### src/rtl/vx_wb_scoreboard_if.sv
// Bundle of the ibuffer-side, dispatch-side and writeback-side signals of the
// writeback scoreboard; slave is the scoreboard, master is whoever drives it.
interface vx_wb_scoreboard_if #(
  parameter int NUM_WIS  = 4,
  parameter int NUM_REGS = 64,
  parameter int STALL_W  = 16
);
  localparam int WIS_W = (NUM_WIS > 1) ? $clog2(NUM_WIS) : 1;
  localparam int NR_W  = $clog2(NUM_REGS);

  logic               ibuf_valid;
  logic [WIS_W-1:0]   ibuf_wis;
  logic               ibuf_wb;
  logic [NR_W-1:0]    ibuf_rd;
  logic [NR_W-1:0]    ibuf_rs1;
  logic [NR_W-1:0]    ibuf_rs2;
  logic [NR_W-1:0]    ibuf_rs3;
  logic               ibuf_ready;

  logic               issue_valid;
  logic [WIS_W-1:0]   issue_wis;
  logic               issue_wb;
  logic [NR_W-1:0]    issue_rd;
  logic               issue_ready;

  logic               wb_valid;
  logic [WIS_W-1:0]   wb_wis;
  logic [NR_W-1:0]    wb_rd;
  logic               wb_eop;

  logic [NUM_WIS-1:0] wis_pending;
  logic [STALL_W-1:0] stall_cycles;

  modport slave (
    input  ibuf_valid, ibuf_wis, ibuf_wb, ibuf_rd, ibuf_rs1, ibuf_rs2, ibuf_rs3,
    output ibuf_ready,
    output issue_valid, issue_wis, issue_wb, issue_rd,
    input  issue_ready,
    input  wb_valid, wb_wis, wb_rd, wb_eop,
    output wis_pending, stall_cycles
  );

  modport master (
    output ibuf_valid, ibuf_wis, ibuf_wb, ibuf_rd, ibuf_rs1, ibuf_rs2, ibuf_rs3,
    input  ibuf_ready,
    input  issue_valid, issue_wis, issue_wb, issue_rd,
    output issue_ready,
    output wb_valid, wb_wis, wb_rd, wb_eop,
    input  wis_pending, stall_cycles
  );
endinterface

### src/rtl/vx_wb_scoreboard.sv
// Per-warp register scoreboard: stalls issue on RAW/WAW against pending writes,
// releases on the eop writeback beat, and feeds dispatch through a 1-entry register.
module vx_wb_scoreboard #(
  parameter int NUM_WIS  = 4,
  parameter int NUM_REGS = 64,
  parameter int CNT_W    = 4,
  parameter int STALL_W  = 16
) (
  input  logic                 clk,
  input  logic                 reset,
  vx_wb_scoreboard_if.slave    bus
);
  localparam int WIS_W = (NUM_WIS > 1) ? $clog2(NUM_WIS) : 1;

  logic [NUM_REGS-1:0] busy [NUM_WIS];
  logic [CNT_W-1:0]    cnt  [NUM_WIS];

  logic [NUM_REGS-1:0] ibuf_busy;
  logic [NUM_REGS-1:0] wb_busy;
  logic                hazard;
  logic                accept;
  logic                set_en;
  logic                rel_en;
  logic [NUM_WIS-1:0]  inc;
  logic [NUM_WIS-1:0]  dec;

  assign ibuf_busy = busy[bus.ibuf_wis];
  assign wb_busy   = busy[bus.wb_wis];

  // A full in-flight counter blocks further writers of that warp like a WAW.
  always_comb begin
    hazard = ibuf_busy[bus.ibuf_rs1] | ibuf_busy[bus.ibuf_rs2] | ibuf_busy[bus.ibuf_rs3] |
             (bus.ibuf_wb & (ibuf_busy[bus.ibuf_rd] | (cnt[bus.ibuf_wis] == '1)));
  end

  assign bus.ibuf_ready = !reset & bus.ibuf_valid & !hazard &
                          (!bus.issue_valid | bus.issue_ready);
  assign accept = bus.ibuf_ready;
  assign set_en = accept & bus.ibuf_wb & (bus.ibuf_rd != '0);
  // Only a busy entry can be released, so set and release never hit the same bit.
  assign rel_en = bus.wb_valid & bus.wb_eop & wb_busy[bus.wb_rd] & (cnt[bus.wb_wis] != '0);

  always_comb begin
    inc = '0;
    dec = '0;
    for (int unsigned w = 0; w < NUM_WIS; w++) begin
      inc[w] = set_en & (bus.ibuf_wis == WIS_W'(w));
      dec[w] = rel_en & (bus.wb_wis == WIS_W'(w));
    end
  end

  always_ff @(posedge clk or posedge reset) begin
    if (reset) begin
      for (int unsigned w = 0; w < NUM_WIS; w++) begin
        busy[w] <= '0;
        cnt[w]  <= '0;
      end
    end else begin
      for (int unsigned w = 0; w < NUM_WIS; w++) begin
        if (inc[w]) busy[w][bus.ibuf_rd] <= 1'b1;
        if (dec[w]) busy[w][bus.wb_rd]   <= 1'b0;
        if (inc[w] && !dec[w])      cnt[w] <= cnt[w] + 1'b1;
        else if (dec[w] && !inc[w]) cnt[w] <= cnt[w] - 1'b1;
      end
    end
  end

  always_comb begin
    bus.wis_pending = '0;
    for (int unsigned w = 0; w < NUM_WIS; w++) begin
      bus.wis_pending[w] = (cnt[w] != '0);
    end
  end

  always_ff @(posedge clk or posedge reset) begin
    if (reset) begin
      bus.issue_valid <= 1'b0;
      bus.issue_wis   <= '0;
      bus.issue_wb    <= 1'b0;
      bus.issue_rd    <= '0;
    end else if (accept) begin
      bus.issue_valid <= 1'b1;
      bus.issue_wis   <= bus.ibuf_wis;
      bus.issue_wb    <= bus.ibuf_wb;
      bus.issue_rd    <= bus.ibuf_rd;
    end else if (bus.issue_ready) begin
      bus.issue_valid <= 1'b0;
    end
  end

  always_ff @(posedge clk or posedge reset) begin
    if (reset) begin
      bus.stall_cycles <= '0;
    end else if (bus.ibuf_valid && hazard && (bus.stall_cycles != '1)) begin
      bus.stall_cycles <= bus.stall_cycles + 1'b1;
    end
  end

`ifndef SYNTHESIS
  always @(posedge clk) begin
    if (!reset && bus.wb_valid && bus.wb_eop) begin
      assert (wb_busy[bus.wb_rd])
        else $warning("writeback release of idle register wis=%0d rd=%0d", bus.wb_wis, bus.wb_rd);
    end
  end
`endif
endmodule

### src/flat_wrapper.sv
// flat-port wrapper written by rule: the top's interface ports become plain ports
module vx_wb_scoreboard_flat 
#(
  parameter int NUM_WIS  = 4,
  parameter int NUM_REGS = 64,
  parameter int CNT_W    = 4,
  parameter int STALL_W  = 16
)
  (clk, reset, bus_ibuf_valid, bus_ibuf_wis, bus_ibuf_wb, bus_ibuf_rd, bus_ibuf_rs1, bus_ibuf_rs2, bus_ibuf_rs3, bus_ibuf_ready, bus_issue_valid, bus_issue_wis, bus_issue_wb, bus_issue_rd, bus_issue_ready, bus_wb_valid, bus_wb_wis, bus_wb_rd, bus_wb_eop, bus_wis_pending, bus_stall_cycles);
  vx_wb_scoreboard_if #(.NUM_WIS(NUM_WIS), .NUM_REGS(NUM_REGS), .STALL_W(STALL_W)) bus_i ();
  input  logic clk;
  input  logic reset;
  input wire logic [$bits(bus_i.ibuf_valid)-1:0] bus_ibuf_valid;
  input wire logic [$bits(bus_i.ibuf_wis)-1:0] bus_ibuf_wis;
  input wire logic [$bits(bus_i.ibuf_wb)-1:0] bus_ibuf_wb;
  input wire logic [$bits(bus_i.ibuf_rd)-1:0] bus_ibuf_rd;
  input wire logic [$bits(bus_i.ibuf_rs1)-1:0] bus_ibuf_rs1;
  input wire logic [$bits(bus_i.ibuf_rs2)-1:0] bus_ibuf_rs2;
  input wire logic [$bits(bus_i.ibuf_rs3)-1:0] bus_ibuf_rs3;
  output wire logic [$bits(bus_i.ibuf_ready)-1:0] bus_ibuf_ready;
  output wire logic [$bits(bus_i.issue_valid)-1:0] bus_issue_valid;
  output wire logic [$bits(bus_i.issue_wis)-1:0] bus_issue_wis;
  output wire logic [$bits(bus_i.issue_wb)-1:0] bus_issue_wb;
  output wire logic [$bits(bus_i.issue_rd)-1:0] bus_issue_rd;
  input wire logic [$bits(bus_i.issue_ready)-1:0] bus_issue_ready;
  input wire logic [$bits(bus_i.wb_valid)-1:0] bus_wb_valid;
  input wire logic [$bits(bus_i.wb_wis)-1:0] bus_wb_wis;
  input wire logic [$bits(bus_i.wb_rd)-1:0] bus_wb_rd;
  input wire logic [$bits(bus_i.wb_eop)-1:0] bus_wb_eop;
  output wire logic [$bits(bus_i.wis_pending)-1:0] bus_wis_pending;
  output wire logic [$bits(bus_i.stall_cycles)-1:0] bus_stall_cycles;
  assign bus_i.ibuf_valid = bus_ibuf_valid;
  assign bus_i.ibuf_wis = bus_ibuf_wis;
  assign bus_i.ibuf_wb = bus_ibuf_wb;
  assign bus_i.ibuf_rd = bus_ibuf_rd;
  assign bus_i.ibuf_rs1 = bus_ibuf_rs1;
  assign bus_i.ibuf_rs2 = bus_ibuf_rs2;
  assign bus_i.ibuf_rs3 = bus_ibuf_rs3;
  assign bus_ibuf_ready = bus_i.ibuf_ready;
  assign bus_issue_valid = bus_i.issue_valid;
  assign bus_issue_wis = bus_i.issue_wis;
  assign bus_issue_wb = bus_i.issue_wb;
  assign bus_issue_rd = bus_i.issue_rd;
  assign bus_i.issue_ready = bus_issue_ready;
  assign bus_i.wb_valid = bus_wb_valid;
  assign bus_i.wb_wis = bus_wb_wis;
  assign bus_i.wb_rd = bus_wb_rd;
  assign bus_i.wb_eop = bus_wb_eop;
  assign bus_wis_pending = bus_i.wis_pending;
  assign bus_stall_cycles = bus_i.stall_cycles;
  vx_wb_scoreboard #(.NUM_WIS(NUM_WIS), .NUM_REGS(NUM_REGS), .CNT_W(CNT_W), .STALL_W(STALL_W)) u_core (.clk(clk), .reset(reset), .bus(bus_i));
endmodule
### config.mk
export PLATFORM = sky130hd
export DESIGN_NAME = vx_wb_scoreboard_flat
export DESIGN_NICKNAME = d
export VERILOG_FILES = /design/src/rtl/vx_wb_scoreboard_if.sv /design/src/rtl/vx_wb_scoreboard.sv /design/src/flat_wrapper.sv
export SDC_FILE = /design/constraint.sdc
export NUM_CORES = 1
export LEC_CHECK = 0
export CAP_MARGIN = 10
export CORE_UTILIZATION = 54
export CTS_CLUSTER_DIAMETER = 100
export DETAILED_ROUTE_END_ITERATION = 10
export PLACE_DENSITY_LB_ADDON = 0.3
export SYNTH_ARGS = -nofsm -noshare
export SYNTH_HDL_FRONTEND = slang
export SYNTH_SLANG_ARGS = --single-unit
### constraint.sdc
create_clock -name clk -period 14.3 [get_ports clk]
set_input_delay 2.86 -clock clk [delete_from_list [all_inputs] [get_ports clk]]
set_output_delay 2.86 -clock clk [all_outputs]
set_load 0.02 [all_outputs]
==> metrics.md <==
| Metric | Value |
|---|---|
| Clock sink count | `between 200 and 300` |
| Final Hold Vio Count | `0` |
| DIE HEIGHT | `208.8 µm` |
| Total number of vias | `between 20000 and 25000` |
| Fin crit share | `between 70% and 80%` |
| DIE AREA | `about 44000 µm²` |
| WL met1 | `31760 µm` |
| Tot GR Track Use | `approximately two fifths` |
| Post-synth net total | `2341` |
| Final Non-Filler Cells | `around 2800` |
| Final setup vio count | `0` |
| WHS Endpoint | `u_core.cnt[15]$_DFFE_PP0P_` |
| Power per cell area | `94.76 nW/µm²` |
| Gate power share | `about a fifth` |
| R2r setup slk | `about 8400 ps` |
| Synthesized area | `about 23000 µm²` |
| Clock Path Buffers | `3` |
| Main synth FF type | `dfrtp_1` |
| Clock root buffer | `clkbuf_16` |
| Worst slew pin tran | `approximately 1300 ps` |
| Pins over their slew limit | `0` |
| Vias per Instance | `slightly below 8` |
| Worst EP arrival | `just over 8000 ps` |
| Final min period | `roughly 11000 ps` |
| Max H-tree Level | `2` |
| Final-layout fill cell count | `3558` |
| DP Cell Count | `~2700` |
| DRT Pass-1 Iters | `7` |
| Clk pwr share | `around two fifths` |
| Reg2Reg Depth | `19` |
| Worst-skew pair later-pin latency | `~570 ps` |
| Slew HR | `12.71%` |
| Worst Hold Depth | `1` |
| Post-synth EDFFs | `0` |
| Reg2reg start | `u_core.busy[3]$_DFF_PP0_` |
| Post-DP HPWL | `56010 µm` |
| GPL Wtd Cong | `0.9972` |
| Ranking of synthesized cells by area | `dfrtp_1 (32%), mux4_2 (21%), mux2i_1 (6.1%)` |
| Row cnt | `75` |
| Status | `finished clean` |
| Top layer in use | `met4` |
| Remaining Overflow, GRT | `0` |
| Startpoint Class | `primary input` |
| Core area | `between 40000 and 50000 µm²` |
| Seq pwr share | `between 30 and 40%` |
| Seq cells post-synth | `between 200 and 300` |
| Port Buffers | `between 70 and 80` |
| Internal power | `1.627 mW` |
| Initial Util | `between 50% and 60%` |
| Fmax | `roughly 90 MHz` |
| Asr flop ratio synth | `100.0%` |
| Sw Ratio | `a little under a third` |
| Vias in the first global route | `21410` |
| Sequential area share after synthesis | `between 30% and 40%` |
| DRC viols | `0` |
| Growth of design area from synthesis to finish | `8.008%` |
| Worst Hold Class | `flop to flop` |
| Final net count | `2280` |
| Largest net degree at the start of global routing | `~140` |
| Max VDD drop | `around 88 µV` |
| Skew final | `between 10 and 15 ps` |
| RSZ-0062 raised after global routing | `false` |
| R2r endpoint | `u_core.cnt[7]$_DFFE_PP0P_` |
| Layout cells sized above 1 | `roughly a fifth` |
| Setup CP Type | `primary input to output pin` |
| # hold bufs at CTS | `0` |
| CTS tree | `yes` |
| Met3 wire len | `~14000 µm` |
| Setup TNS | `0 ps` |
| Maxcap violations | `0` |
| Post-synth cell types | `69` |
| Syn Inst Count | `2283` |
| Worst-path clk slew | `roughly 60 ps` |
| Crit end category | `output pin` |
| Initial antenna violation count | `2` |
| Leakage power | `around 9.5 nW` |
| WL met2 | `37940 µm` |
| Crit-path max FO | `20` |
| Post-CTS resize count | `0` |
| Worst Path Required | `roughly 11000 ps` |
| Avg Inst Size Synth | `between 10 and 15 µm²` |
| CTS Buf Count | `36` |
| Warnings, synthesis | `0` |
| # IOs | `around 70` |
| Die W | `approximately 210 µm` |
| Post-route ant nets | `0` |
| Final core occ | `between 50% and 60%` |
| Synth top area share | `between 30% and 40%` |
| WL final | `roughly 89000 µm` |
| Post-CTS setup buffer count | `0` |
| Leading area contributor after synthesis | `dfrtp_1` |
| Net Sw Power | `about 740 µW` |
| Global-route wire length before repair | `about 140000 µm` |
| Min-delay src | `u_core.cnt[15]$_DFFE_PP0P_` |
| Drt first-iter violations | `3690` |
| DR WL/cell | `~32 µm` |
[cells in the mapped netlist (9+ instances only)]
cell type  number
a21oi_1       113
a21oi_2        30
a22oi_1        36
a31oi_1       167
and2_1          9
and3_1         22
buf_1          15
buf_2          34
buf_4          31
buf_6          23
clkbuf_1      113
dfrtp_1       298
ha_1           13
inv_1         130
mux2_2         32
mux2i_1       141
mux4_2        218
nand2_1       136
nand3_1        35
nand3b_1       11
nand4_1        16
nor2_1        229
nor3_1         38
o211ai_1       13
o21ai_0        20
o22a_1         23
o22ai_1       152
or4_1          10
xnor2_1        17
xor2_1         14
[final cells by class]
| type | instances | area (µm²) | share of cell area (%) |
|---|---|---|---|
| clock inverter | 11 | 115.1 | 0.4615 |
| timing repair buffer | 117 | 1054 | 4.224 |
| multi-input combinational | 1633 | 14060 | 56.37 |
| clock buffer | 49 | 1061 | 4.254 |
| sequential | 298 | 7457 | 29.90 |
| antenna | 1 | 2.502 | 0.01003 |
| tap | 539 | 674.4 | 2.704 |
| inverter | 136 | 518.0 | 2.077 |
[worst max-delay path, stage by stage]
cell and delay, ps:
clkdlybuf4s50_1 790, or3b_2 930, o22ai_1 200, or4_1 540, nor2_1 100, a311oi_1 120
or4_1 630, o41a_1 380, nor3_4 210, and4_1 630, clkdlybuf4s50_1 730
[worst max path at each step]
stage	from	endpoint	slack [ps]	depth (start not counted)
global placement	bus_ibuf_wis[1]	bus_ibuf_ready	3660	12
detailed placement	bus_ibuf_wis[1]	bus_ibuf_ready	3560	12
CTS	bus_ibuf_wis[1]	bus_ibuf_ready	3560	12
global route	bus_ibuf_wis[1]	bus_ibuf_ready	3180	12
floorplan	reset	bus_ibuf_ready	1190	4
finish	bus_ibuf_rd[2]	bus_ibuf_ready	3300	11
[routing by layer]
metal | track usage (%) | vias to the layer above
met3 | 13.63 | 443
met2 | 58.94 | 2023
met5 | 0 | -
met4 | 25.10 | 0
met1 | 54.07 | 10660
li1 | - | 8685
[power by group through the flow]
stage / sequential, mW / combinational (mW) / clock (mW)
after global placement: 0.951 / 0.452 / 0
after floorplan: 0.959 / 0.288 / 0
after detailed placement: 0.953 / 0.463 / 0
final: 0.942 / 0.474 / 0.947
after CTS: 0.939 / 0.466 / 0.951
after global routing: 0.947 / 0.499 / 0.983
[per-stage QoR]
stage	power [mW]	worst slack [ps]	instance area, µm²	hold WS, ps
after global placement	1.402	3661	23760	470.2
after global routing	2.429	3184	24940	512.9
after floorplan	1.247	1192	23090	454.6
after detailed placement	1.417	3561	23760	473.8
final	2.364	3300	24940	484.9
after CTS	2.356	3562	24940	485.4
[sequential cells by signal (all words and copies together) (netlist names)]
name                     count
u_core.bus.issue_rd          6
u_core.bus.issue_valid       1
u_core.bus.issue_wb          1
u_core.bus.issue_wis         2
u_core.bus.stall_cycles     16
u_core.busy                256
u_core.cnt                  16
[cell usage in the layout, fill, tap and decap left out, drive strengths merged, types with 7 or more instances in the layout]
cell type	Yosys	routed
a21oi	143	143
a22oi	36	36
a31oi	167	167
a41oi	8	8
and2	9	9
and3	22	22
and4	7	7
buf	103	52
clkbuf	113	49
clkdlybuf4s50	0	65
clkinv	4	9
dfrtp	298	298
ha	13	13
inv	132	135
mux2	32	32
mux2i	142	142
mux4	218	218
nand2	137	137
nand3	35	35
nand3b	11	11
nand4	16	16
nor2	229	229
nor2b	7	7
nor3	39	39
nor3b	8	8
nor4	7	7
o211ai	13	13
o21ai	21	21
o22a	23	23
o22ai	152	152
or4	10	10
xnor2	17	17
xor2	14	14
[cells by family after synthesis]
logic type,after synthesis,share of synthesized area [%]
multiplexers,392,29.03
AO/OA/AOI/OAI,630,17.99
flip-flops,298,32.29
AND/OR/NAND/NOR,563,11.30
adder cells (fa/ha/maj),17,1.051
buffers and inverters,352,7.158
XOR/XNOR,31,1.176
No activity file was read; power rests on OpenSTA's default activity.
